## config.mk

```make
export PLATFORM = sky130hd
export DESIGN_NAME = cadder_sweep_ctrl
export DESIGN_NICKNAME = d
export VERILOG_FILES = /design/src/rtl/cadder_pkg.sv /design/src/rtl/cadder_err_logger.sv /design/src/rtl/cadder_sweep_ctrl.sv
export SDC_FILE = /design/constraint.sdc
export NUM_CORES = 1
export LEC_CHECK = 0
export BUFFER_PORTS_ARGS = -buffer_cell sky130_fd_sc_hd__buf_2
export CORE_MARGIN = 2
export CORE_UTILIZATION = 30
export DETAILED_ROUTE_END_ITERATION = 10
export SKIP_LAST_GASP = 1
export SYNTH_ARGS = -nofsm -noshare
export SYNTH_HDL_FRONTEND = slang
export SYNTH_HIERARCHICAL = 1
export SYNTH_SLANG_ARGS = --single-unit
```

## constraint.sdc

```tcl
create_clock -name axi_clk -period 7.2 [get_ports axi_clk]
set_input_delay 0.72 -clock axi_clk [delete_from_list [all_inputs] [get_ports axi_clk]]
set_output_delay 0.72 -clock axi_clk [all_outputs]
set_load 0.02 [all_outputs]
```

## src/rtl/cadder_pkg.sv

```systemverilog
// Shared types and the golden adder reference for the cadder sweep sequencer.
package cadder_pkg;

    typedef enum logic [2:0] {
        IDLE,
        DRIVE,
        SETTLE,
        CHECK,
        DONE
    } sweep_state_e;

    localparam int CADDER_WIDTH = 4;

    // Reference sum is computed at a fixed wide width; callers zero-extend
    // their operands so any WIDTH up to GOLDEN_W shares one function.
    localparam int GOLDEN_W = 32;

    function automatic logic [GOLDEN_W:0] golden_sum(
        input logic [GOLDEN_W-1:0] a,
        input logic [GOLDEN_W-1:0] b
    );
        return {1'b0, a} + {1'b0, b};
    endfunction

endpackage

```

## src/rtl/cadder_err_logger.sv

```systemverilog
// Saturating mismatch counter plus capture of the first failing vector of a sweep.
module cadder_err_logger
    import cadder_pkg::*;
#(
    parameter int WIDTH = CADDER_WIDTH,
    parameter int ERR_W = 16
) (
    input  logic             clk,
    input  logic             rst_n,
    input  logic             clear,
    input  logic             check_en,
    input  logic             mismatch,
    input  logic [WIDTH-1:0] op_a,
    input  logic [WIDTH-1:0] op_b,
    input  logic [WIDTH:0]   dut_z,
    output logic [ERR_W-1:0] err_cnt,
    output logic             first_err_valid,
    output logic [WIDTH-1:0] first_err_a,
    output logic [WIDTH-1:0] first_err_b,
    output logic [WIDTH:0]   first_err_z
);

    always_ff @(posedge clk or negedge rst_n) begin
        if (!rst_n) begin
            err_cnt         <= '0;
            first_err_valid <= 1'b0;
            first_err_a     <= '0;
            first_err_b     <= '0;
            first_err_z     <= '0;
        end else if (clear) begin
            err_cnt         <= '0;
            first_err_valid <= 1'b0;
            first_err_a     <= '0;
            first_err_b     <= '0;
            first_err_z     <= '0;
        end else if (check_en && mismatch) begin
            if (err_cnt != '1) begin
                err_cnt <= err_cnt + 1'b1;
            end
            if (!first_err_valid) begin
                first_err_valid <= 1'b1;
                first_err_a     <= op_a;
                first_err_b     <= op_b;
                first_err_z     <= dut_z;
            end
        end
    end

endmodule

```

## src/rtl/cadder_sweep_ctrl.sv

```systemverilog
// Exhaustive A/B operand sweep for the carry-adder harness: drive, settle, check, log.
module cadder_sweep_ctrl
    import cadder_pkg::*;
#(
    parameter int WIDTH    = CADDER_WIDTH,
    parameter int SETTLE_W = 8,
    parameter int ERR_W    = 16
) (
    input  logic                axi_clk,
    input  logic                axi_resetn,
    input  logic                start,
    input  logic                abort,
    input  logic [SETTLE_W-1:0] settle_cfg,
    input  logic [WIDTH:0]      dut_z,
    output logic [WIDTH-1:0]    op_a,
    output logic [WIDTH-1:0]    op_b,
    output logic                busy,
    output logic                done,
    output logic [2*WIDTH:0]    vec_cnt,
    output logic [ERR_W-1:0]    err_cnt,
    output logic                first_err_valid,
    output logic [WIDTH-1:0]    first_err_a,
    output logic [WIDTH-1:0]    first_err_b,
    output logic [WIDTH:0]      first_err_z
);

    sweep_state_e        state_reg;
    sweep_state_e        state_next;
    logic [SETTLE_W-1:0] settle_reg;
    logic [SETTLE_W-1:0] settle_cnt_reg;
    logic                start_sweep;
    logic                check_en;
    logic                mismatch;
    logic                last_vec;

    assign last_vec = (&op_a) & (&op_b);
    assign mismatch = golden_sum(GOLDEN_W'(op_a), GOLDEN_W'(op_b)) != (GOLDEN_W+1)'(dut_z);

    assign busy = (state_reg == DRIVE) || (state_reg == SETTLE) || (state_reg == CHECK);
    assign done = (state_reg == DONE);

    always_ff @(posedge axi_clk or negedge axi_resetn) begin
        if (!axi_resetn) begin
            state_reg <= IDLE;
        end else begin
            state_reg <= state_next;
        end
    end

    // abort overrides every transition and suppresses the CHECK-cycle updates.
    always_comb begin
        state_next  = state_reg;
        start_sweep = 1'b0;
        check_en    = 1'b0;
        if (abort) begin
            state_next = IDLE;
        end else begin
            case (state_reg)
                IDLE, DONE: begin
                    if (start) begin
                        state_next  = DRIVE;
                        start_sweep = 1'b1;
                    end
                end
                DRIVE: begin
                    state_next = (settle_reg != '0) ? SETTLE : CHECK;
                end
                SETTLE: begin
                    if (settle_cnt_reg == SETTLE_W'(1)) begin
                        state_next = CHECK;
                    end
                end
                CHECK: begin
                    check_en   = 1'b1;
                    state_next = last_vec ? DONE : DRIVE;
                end
                default: begin
                    state_next = IDLE;
                end
            endcase
        end
    end

    always_ff @(posedge axi_clk or negedge axi_resetn) begin
        if (!axi_resetn) begin
            op_a           <= '0;
            op_b           <= '0;
            vec_cnt        <= '0;
            settle_reg     <= '0;
            settle_cnt_reg <= '0;
        end else begin
            if (start_sweep) begin
                op_a       <= '0;
                op_b       <= '0;
                vec_cnt    <= '0;
                settle_reg <= settle_cfg;
            end else if (check_en) begin
                vec_cnt <= vec_cnt + 1'b1;
                op_b    <= op_b + 1'b1;
                if (&op_b) begin
                    op_a <= op_a + 1'b1;
                end
            end
            if (state_reg == DRIVE) begin
                settle_cnt_reg <= settle_reg;
            end else if (state_reg == SETTLE) begin
                settle_cnt_reg <= settle_cnt_reg - 1'b1;
            end
        end
    end

    cadder_err_logger #(
        .WIDTH (WIDTH),
        .ERR_W (ERR_W)
    ) u_err_logger (
        .clk             (axi_clk),
        .rst_n           (axi_resetn),
        .clear           (start_sweep),
        .check_en        (check_en),
        .mismatch        (mismatch),
        .op_a            (op_a),
        .op_b            (op_b),
        .dut_z           (dut_z),
        .err_cnt         (err_cnt),
        .first_err_valid (first_err_valid),
        .first_err_a     (first_err_a),
        .first_err_b     (first_err_b),
        .first_err_z     (first_err_z)
    );

endmodule

```

==> results of run 1 <==
## through the flow
step / std cells / hold slack, ps / total power [uW] / worst slack (ps) / util, %
2_1_floorplan: 334 / 424 / 731 / 4510 / -
3_3_place_gp: 528 / 486 / 808 / 4280 / 35.0
3_5_place_dp: 528 / 487 / 818 / 4260 / 35.0
4_1_cts: 544 / 507 / 1260 / 4270 / 37.6
5_1_grt: 544 / 527 / 1320 / 4130 / 37.6
6_report: 544 / 501 / 1240 / 4320 / 37.6
## placed cells by master (no fill, tap or decap), types with 6 or more instances in the layout
cell type  synthesis  layout
and3_1             7       7
buf_2              4      65
o21ai_0           11      11
a21oi_1           10      10
xnor2_1            7       7
nand2_1           43      43
nor3_1             8       8
xor2_1            15      15
nand3_1            9       9
clkbuf_16          0       9
a22o_1            15      15
nand4_1            8       8
nor2_1            32      32
inv_1              6       6
nor4_1             7       7
dfrtp_1           66      66
ha_1              10      10
## cell families after synthesis
| kind of cell | count (synthesis) |
|---|---|
| AO/OA/AOI/OAI | 68 |
| XOR/XNOR | 22 |
| adder cells (fa/ha/maj) | 11 |
| buffers and inverters | 20 |
| flip-flops | 66 |
| multiplexers | 5 |
| AND/OR/NAND/NOR | 142 |
## power groups by stage
stage	logic (uW)	clock network, uW	registers (uW)
global placement	287	0	521
floorplan	217	0	514
detailed placement	293	0	525
finish	291	429	518
CTS	295	441	520
global route	329	461	531
## per-layer routing
metal	global-route usage, %	wire length [um]
met4	4.50	112
met2	21.3	3840
met1	19.2	4010
met3	3.72	399
met5	0	0
## final timing paths
| check | from | end | slack, ps | cells after the start |
|---|---|---|---|---|
| max | op_a[0]$_DFFE_PN0P_ | u_err_logger/first_err_z[0]$_DFFE_PN0P_ | 4320 | 10 |
| min in group asynchronous | axi_resetn | settle_cnt_reg[7]$_DFFE_PN0P_ | 560 | 2 |
| min reg2reg | u_err_logger/first_err_a[3]$_DFFE_PN0P_ | u_err_logger/first_err_a[3]$_DFFE_PN0P_ | 500 | 1 |
| max in group asynchronous | axi_resetn | u_err_logger/err_cnt[14]$_DFFE_PN0P_ | 6050 | 2 |
| max reg2reg | op_a[0]$_DFFE_PN0P_ | u_err_logger/first_err_z[0]$_DFFE_PN0P_ | 4320 | 10 |
| min | u_err_logger/first_err_a[3]$_DFFE_PN0P_ | u_err_logger/first_err_a[3]$_DFFE_PN0P_ | 500 | 1 |
## final cells by class
cell class,count,area (um2)
fillers,1099,6850
multi-input cells,248,1650
flip-flops and latches,66,1650
repair buffers,67,340
clock buffers,12,236
well taps,140,175
clock inverters,4,51.3
inverters,7,26.3
## worst max-delay path, cell delays in order (launching register included)
cell	delay [ps]
dfrtp_1	450
ha_1	260
fa_1	410
a21o_1	190
a21oi_1	170
xor2_1	150
nand3_1	100
nand2_1	90
nor2_1	50
nor2_1	670
a22o_1	270
==> results.md, run 1 <==
- After the first detailed-routing iteration, the DRC count stood at 170.
- The die is 111 um wide.
- In the global route stage, overall resource usage came out at 13.9%.
- During synthesis, Yosys emitted a total of 6 warnings.
- The number of nets in the synthesized netlist is 362.
- The share of the synthesized area in the top cell type is 48.3%.
- Between clock sinks in the finished design, the worst skew comes to 10.1 ps.
- The fraction of the mapped netlist area in compound gates is 15.0%.
- Power spread over the standard cell area amounts to 300 nW/um2.
- The static leakage is 0.00206 uW.
- The most used flip-flop cell after synthesis is dfrtp_1.
- The total DRC errors in the routed layout is 0.
- STA classifies the critical path startpoint as a flip-flop.
- The first-pass GRT wire length is 14.0 mm.
- Setup violations remaining at the end of the flow were counted as 0.
- The part of the total power dissipated in sequential elements is 41.9%.
- The number of standard-cell rows in the floorplan is 38.
- The count of antenna diodes in the layout is 0.
- The initial antenna violation count came to 0.
- Setup repair after global routing left no endpoint under its margin.
- The maximum number of pins on one net before global-route repair is 67.
- The clock network fraction of design power is 34.6%.
- TritonCTS built the clock tree.
- Net switching is 33.6% of the power.
- dfrtp_1 takes more of the synthesized area than any other cell.
- The synthesized netlist occupies a cell area of 3420 um2.
- Summed over all failing endpoints, the final setup total negative slack is 0 ps.
- The worst-case vdd ir drop is 0.151 mV.
- Counting instances in the post-synthesis netlist gives the leading cell types as dfrtp_1 (66), nand2_1 (43), nor2_1 (32).
- The number of gates resized after CTS was 0.
- The worst-margin pin slew is 895 ps.
- The number of vias per cell is 5.18.
- The critical-path maximum fanout is 13.
- In the final layout, the registers with the most flip-flops are u_err_logger/err_cnt: 16 flops, vec_cnt: 9 flops.
- The run finished with clean final reports.
- The period utilization is 40.0%.
- After detailed routing, the average wire length per cell comes to 15.4 um.
- Timing would allow up to 347 MHz.
- The number of sinks handled by clock tree synthesis is 66.
- The number of enable flip-flop cells after synthesis is 0.
- The number of hold buffers added after cts is 0.
- Summing the areas of all xor and xnor instances in the mapped netlist gives 5.64% of the synthesized area.
- The smallest clock period supported by the final layout is computed as 2880 ps.
- The combinational power share is 23.5%.
- In this run, synthesis produced a sequential element count of 66.
- Buffers inserted during clock tree synthesis total 9.
- The tree is rooted in a clkbuf_16.
- The number of antenna-violating nets in the routed design is 0.
- Data on the critical path is required at its endpoint by 7470 ps.
- The layout cell share with drive strength beyond 1 is 24.8%.
- Data arrives at the worst endpoint at 3150 ps.
- After Yosys synthesis, full adders, half adders and majority gates account for 4.25% of the synthesized area.
- After synthesis, the share of cell area in mux cells is 1.61%.
- At the end of routability-driven placement, the weighted congestion stood at 0.830.
- The kind of capture point of the worst setup path is a flip-flop.
- Measured against its own limit, the worst slew margin works out to 40.1%.
- The region available for standard cell placement spans 11,000 um2.
- The number of nets at the end of the flow is 427.
- The number of global-route vias before repair is 2,706.
- The number of H-tree levels is 3.
- Measured along the y axis, the die boundary spans 111 um.
- The worst-case clock buffer depth is 2.
- The initial core utilization is 31.1%.
- The die covers 12,300 um2.
- After Yosys synthesis, and, or, nand and nor cells account for 21.8% of the synthesized area.
- The area overhead of the layout relative to synthesis is 21.0%.
- After technology mapping, the gate count stands at 334.
- The max-cap check violation count is 0.
- The synthesized netlist contains 58 unique library cells.
- By instance count, the leading cell after synthesis is dfrtp_1.
- The routed via count is 2,818.
- After synthesis, the cell types taking the most area are dfrtp_1 (48%), nand2_1 (4.7%), a22o_1 (3.8%), xor2_1 (3.8%), ha_1 (3.7%).
- After synthesis, the largest family of logic cells by area is simple AND/OR/NAND/NOR gates.
- At the later pin of the worst-skew pair, clock insertion delay measures 330 ps.
- The first TritonRoute pass finished after 4 iterations.
- In this run the count of I/O pins placed on the die edge is 66.
- The register with the most flip-flops in the layout has 16 of them.
- The start-to-end type of the worst setup path is flip-flop to flip-flop.
- The overall routed net length is 8.36 mm.
- The number of input and output port buffers inserted is 65.
- The average instance in the mapped netlist occupies 10.2 um2.
- After detailed placement, the total cell area comes to 3850 um2.
- The hold violation total from the final report is 0.
- The total setup buffers inserted after CTS is 0.
- The share of async-settable or async-resettable flops after synthesis is 100%.
- The clock-pin transition on the worst setup and hold timing paths is 60 ps.
- The cell internal power dissipation is 822 uW.
- The register with the most flip-flops in the final layout is u_err_logger/err_cnt.
- Once layout is done, the placed cells without fillers occupy 4130 um2.
- After synthesis, flip-flops and latches occupy 48.3% of the total area.
- Summed over all nets, the switching power comes to 416 uW.
- Summed over all nets, the half-perimeter wirelength after detailed placement is 5.81 mm.
- The path class of the tightest hold or removal check is flip-flop to flip-flop.
- The overall overflow remaining after global route is 0.
- The final-report max-slew violation count is 0.
Power figures use the tool's default switching activity.
==> run 2: changes to the inputs <==
--- a/config.mk
+++ b/config.mk
@@ -5,6 +5,7 @@
 export SDC_FILE = /design/constraint.sdc
 export NUM_CORES = 1
 export LEC_CHECK = 0
+export ABC_AREA = 1
 export BUFFER_PORTS_ARGS = -buffer_cell sky130_fd_sc_hd__buf_2
 export CORE_MARGIN = 2
 export CORE_UTILIZATION = 30
==> constraint.sdc (replaced) <==
create_clock -name axi_clk -period 2.95 [get_ports axi_clk]
set_input_delay 0.295 -clock axi_clk [delete_from_list [all_inputs] [get_ports axi_clk]]
set_output_delay 0.295 -clock axi_clk [all_outputs]
set_load 0.02 [all_outputs]
==> results.md, run 2 <==
- The final weighted congestion in routability-driven placement was 0.853 (was 0.830).
- The number of buffers created by CTS is 9 (unchanged).
- The combined area of all synthesized cells is 3810 um2 (was 3420 um2).
- The worst-case vdd ir drop is 0.295 mV (was 0.151 mV).
- The number of flip-flops under the largest register name was 16 (unchanged).
- The placed wire-length estimate after detailed placement is 6.98 mm (was 5.81 mm).
- The total power of the final layout is 3160 uW (was 1240 uW).
- The distinct cell type count of the synthesized netlist is 31 (was 58).
- The required time of the worst setup path is 3170 ps (was 7470 ps).
- The count of antenna diodes in the layout was 0 (unchanged).
- The number of storage elements in the synthesis netlist is 66 (unchanged).
- The number of global-route vias before repair is 3,383 (was 2,706).
- The routed via count is 3,440 (was 2,818).
- The largest register by flop count is u_err_logger/err_cnt (unchanged).
- The period utilization is 85.8% (was 40.0%).
- Unrepaired setup endpoints after global routing: no (unchanged).
- The highest-delay cell along the critical path is o21ai_4 (was nor2_1).
- The worst clock skew is 7.10 ps (was 10.1 ps).
- Most frequent cells in the layout: nand2_1 (157), dfrtp_1 (66), buf_2 (65), inv_1 (53), nand3_1 (51) (was dfrtp_1 (66), buf_2 (65), nand2_1 (43), nor2_1 (32)).
- The dominant delay contributor by cell family on the critical path was adder cells (was simple AND/OR/NAND/NOR gates).
- The quantity of gates resized following cts came to 0 (unchanged).
- The start-to-end type of the worst setup path is flip-flop to flip-flop (unchanged).
- The setup TNS is 0 ps (unchanged).
- The number of enable flip-flop cells after synthesis is 0 (unchanged).
- The final-report max-slew violation count came to 0 (unchanged).
- The number of primary I/O pins is 66 (unchanged).
- The share of async-settable or async-resettable flops after synthesis is 100% (unchanged).
- The first-pass iteration count of the detailed router came to 4 (unchanged).
- The dominant cell by count in the synthesized netlist is nand2_1 (was dfrtp_1).
- The synthesized area per cell is 7.63 um2 (was 10.2 um2).
- The first-pass GRT wire length is 15.8 mm (was 14.0 mm).
- The combined buffer and inverter count along the critical path is 0 (unchanged).
- The static leakage is 0.00237 uW (was 0.00206 uW).
- The CTS tree was built (unchanged).
- Ordered cell list for the critical path: ha_1 -> fa_1 -> xnor2_1 -> nand2_1 -> nand2_1 -> nor2_1 -> nand3_1 -> nand2_1 -> o21ai_4 -> nand3_1 -> o21ai_0 (was ha_1 -> fa_1 -> a21o_1 -> a21oi_1 -> xor2_1 -> nand3_1 -> nand2_1 -> nor2_1 -> nor2_1 -> a22o_1).
- Result of the run: finished, final reports clean (unchanged).
- The cell at the root of the clock tree is clkbuf_16 (unchanged).
- The worst-skew pair later-pin latency is 320 ps (was 330 ps).
- The number of vias per cell was 4.61 (was 5.18).
- The number of nets in the synthesized netlist is 527 (was 362).
- The simple-gate area share of the yosys netlist was 33.0% (was 21.8%).
- The maximum clock rate was 395 MHz (was 347 MHz).
- The number of warnings issued by yosys is 6 (unchanged).
- The share of the synthesized area in the top cell type was 43.4% (was 48.3%).
- The normalized max-slew margin is 42.4% (was 40.1%).
- The kind of path behind the tightest hold check is primary input to async pin (was flip-flop to flip-flop).
- The overall routed net length is 9.46 mm (was 8.36 mm).
- The sequential-to-total area share from yosys stat came to 43.4% (was 48.3%).
- The library cell appearing most often on the critical path is nand2_1 (was nor2_1).
- The dominant combinational cell family by area after synthesis is simple AND/OR/NAND/NOR gates (unchanged).
- The overall fraction of global-route tracks in use is 14.7% (was 13.9%).
- The hold violation total from the final report is 0 (unchanged).
- The number of H-tree levels is 3 (unchanged).
- The layout cell share with drive strength beyond 1 came to 19.1% (was 24.8%).
- The final setup violation count is 0 (unchanged).
- Ranking of synthesized cells by area: dfrtp_1 (43%), nand2_1 (15%), nand3_1 (6.7%), inv_1 (5.2%), nor2_1 (4.2%) (was dfrtp_1 (48%), nand2_1 (4.7%), a22o_1 (3.8%), xor2_1 (3.8%), ha_1 (3.7%)).
- The maximum number of pins on one net before global-route repair is 35 (was 67).
- The y dimension of the die was 117 um (was 111 um).
- The area of the placeable core is 12,500 um2 (was 11,000 um2).
- The fraction of the mapped netlist area in compound gates was 7.79% (was 15.0%).
- The power density over cell area is 684 nW/um2 (was 300 nW/um2).
- The number of hold buffers added after cts is 0 (unchanged).
- The area overhead of the layout relative to synthesis is 21.1% (was 21.0%).
- The worst-margin pin slew is 864 ps (was 895 ps).
- The x dimension of the die is 117 um (was 111 um).
- The leading area contributor after synthesis is dfrtp_1 (unchanged).
- The number of antenna-violating nets in the routed design is 0 (unchanged).
- The most common cell after layout, fill and taps aside is nand2_1 (was dfrtp_1).
- The number of standard-cell rows in the floorplan is 41 (was 38).
- Commonest cells in the synthesized netlist: nand2_1 (157), dfrtp_1 (66), inv_1 (53) (was dfrtp_1 (66), nand2_1 (43), nor2_1 (32)).
- The clock-pin transition on the worst setup and hold timing paths was 60 ps (about the same).
- The share of synthesized cell area in full adder, half adder and majority cells is 3.81% (was 4.25%).
- The critical-path maximum fanout is 26 (was 13).
- The full die area is 13,600 um2 (was 12,300 um2).
- The total DRC errors in the routed layout came to 0 (unchanged).
- The max-cap check violation count came to 0 (unchanged).
- Top flop regs: u_err_logger/err_cnt: 16 flops, vec_cnt: 9 flops (unchanged).
- The number of input and output port buffers inserted was 65 (unchanged).
- The final critical path time including I/O delays and setup was 2530 ps (was 2880 ps).
- The data arrival time of the critical path is 2750 ps (was 3150 ps).
- The number of sinks handled by clock tree synthesis is 66 (unchanged).
- The maximum cell stage delay along the critical path is 480 ps (was 670 ps).
- The overall overflow remaining after global route is 0 (unchanged).
- The starting DRC count in detailed routing was 135 (was 170).
- The share of cell area taken by muxes after synthesis is 0% (was 1.61%).
- The detailed-route wire length per cell is 12.7 um (was 15.4 um).
- The number of fill cells in the layout came to 1,346 (was 1,099).
- The most used flip-flop cell after synthesis was dfrtp_1 (unchanged).
- The number of nets at the end of the flow came to 598 (was 427).
- The initial core utilization is 30.4% (was 31.1%).
- The worst-case clock buffer depth is 2 (unchanged).
- The xor/xnor share of the synthesized area was 4.37% (was 5.64%).
- The initial antenna violation count is 0 (unchanged).
- The number of instances in the synthesized netlist is 499 (was 334).
- The total setup buffers inserted after CTS came to 0 (unchanged).
- The kind of capture point of the worst setup path is a flip-flop (unchanged).
- The kind of start point of the critical path is a flip-flop (unchanged).
[run 2: cell types whose count changed after synthesis, moves of 11 or more]
cell and delta:
nor2_1 +11, o21ai_0 +18, nand3_1 +42, a22o_1 -15, inv_1 +47, nand2_1 +114
[run 2: cell type report]
class | instances | area, um2 | area share [%]
clock buffer | 10 | 239 | 5.18
clock inverter | 6 | 42.5 | 0.922
inverter | 60 | 225 | 4.88
multi-input combinational | 364 | 1870 | 40.6
sequential | 66 | 1650 | 35.8
tap | 172 | 215 | 4.67
timing repair buffer | 69 | 368 | 7.97
[run 2: worst paths after layout]
path,slack [ps],from,end,depth (start not counted)
min,80,axi_resetn,vec_cnt[8]$_DFFE_PN0P_,1
max,420,op_a[0]$_DFFE_PN0P_,u_err_logger/first_err_b[2]$_DFFE_PN0P_,11
min reg2reg,500,settle_reg[3]$_DFFE_PN0N_,settle_cnt_reg[3]$_DFFE_PN0P_,2
min in group axi_clk,160,abort,state_reg[1]$_DFFE_PN0P_,2
max reg2reg,420,op_a[0]$_DFFE_PN0P_,u_err_logger/first_err_b[2]$_DFFE_PN0P_,11
max in group asynchronous,2200,axi_resetn,settle_cnt_reg[7]$_DFFE_PN0P_,2
[run 2: where the power goes]
| part | total (uW) | switching, uW | leakage [uW] | internal [uW] |
|---|---|---|---|---|
| Clock | 994 | 403 | 0.000134 | 591 |
| Sequential | 1250 | 161 | 0.000884 | 1080 |
| Combinational | 918 | 602 | 0.00135 | 316 |
[run 2: per-layer routing]
layer	up-vias	GRT usage [%]	share of wire, %
li1	1737	-	-
met1	1629	18.7	47
met2	61	24.6	47
met3	13	2.80	4.0
met4	0	6.35	1.6
met5	-	0	0
[run 2: stage by stage]
stage               util [%]  instance area [um2]  std cells  worst slack, ps  hold slack, ps
floorplan                  -                 3810        499              644          -0.591
global placement        34.5                 4320        731              385             442
detailed placement      34.5                 4320        731              234             446
CTS                     36.8                 4610        747              209             101
global route            36.9                 4610        747              142             140
finish                  36.9                 4610        747              420            79.5
[run 2: kinds of logic (layout without fill, tap and decap cells)]
group / count (synthesis) / count (layout)
DFF: 66 / 66
AOI/OAI and AO/OA: 52 / 52
xor gates and xnor gates: 19 / 19
buffers and inverters: 69 / 145
and+or+nand+nor: 282 / 282
adders and majority gates: 11 / 11
[run 2: worst reg2reg max path: stages, from the launching register on]
cell and delay, ps:
dfrtp_1 450, ha_1 270, fa_1 440, xnor2_1 170
nand2_1 60, nand2_1 60, nor2_1 40, nand3_1 70
nand2_1 130, o21ai_4 480, nand3_1 120, o21ai_0 130
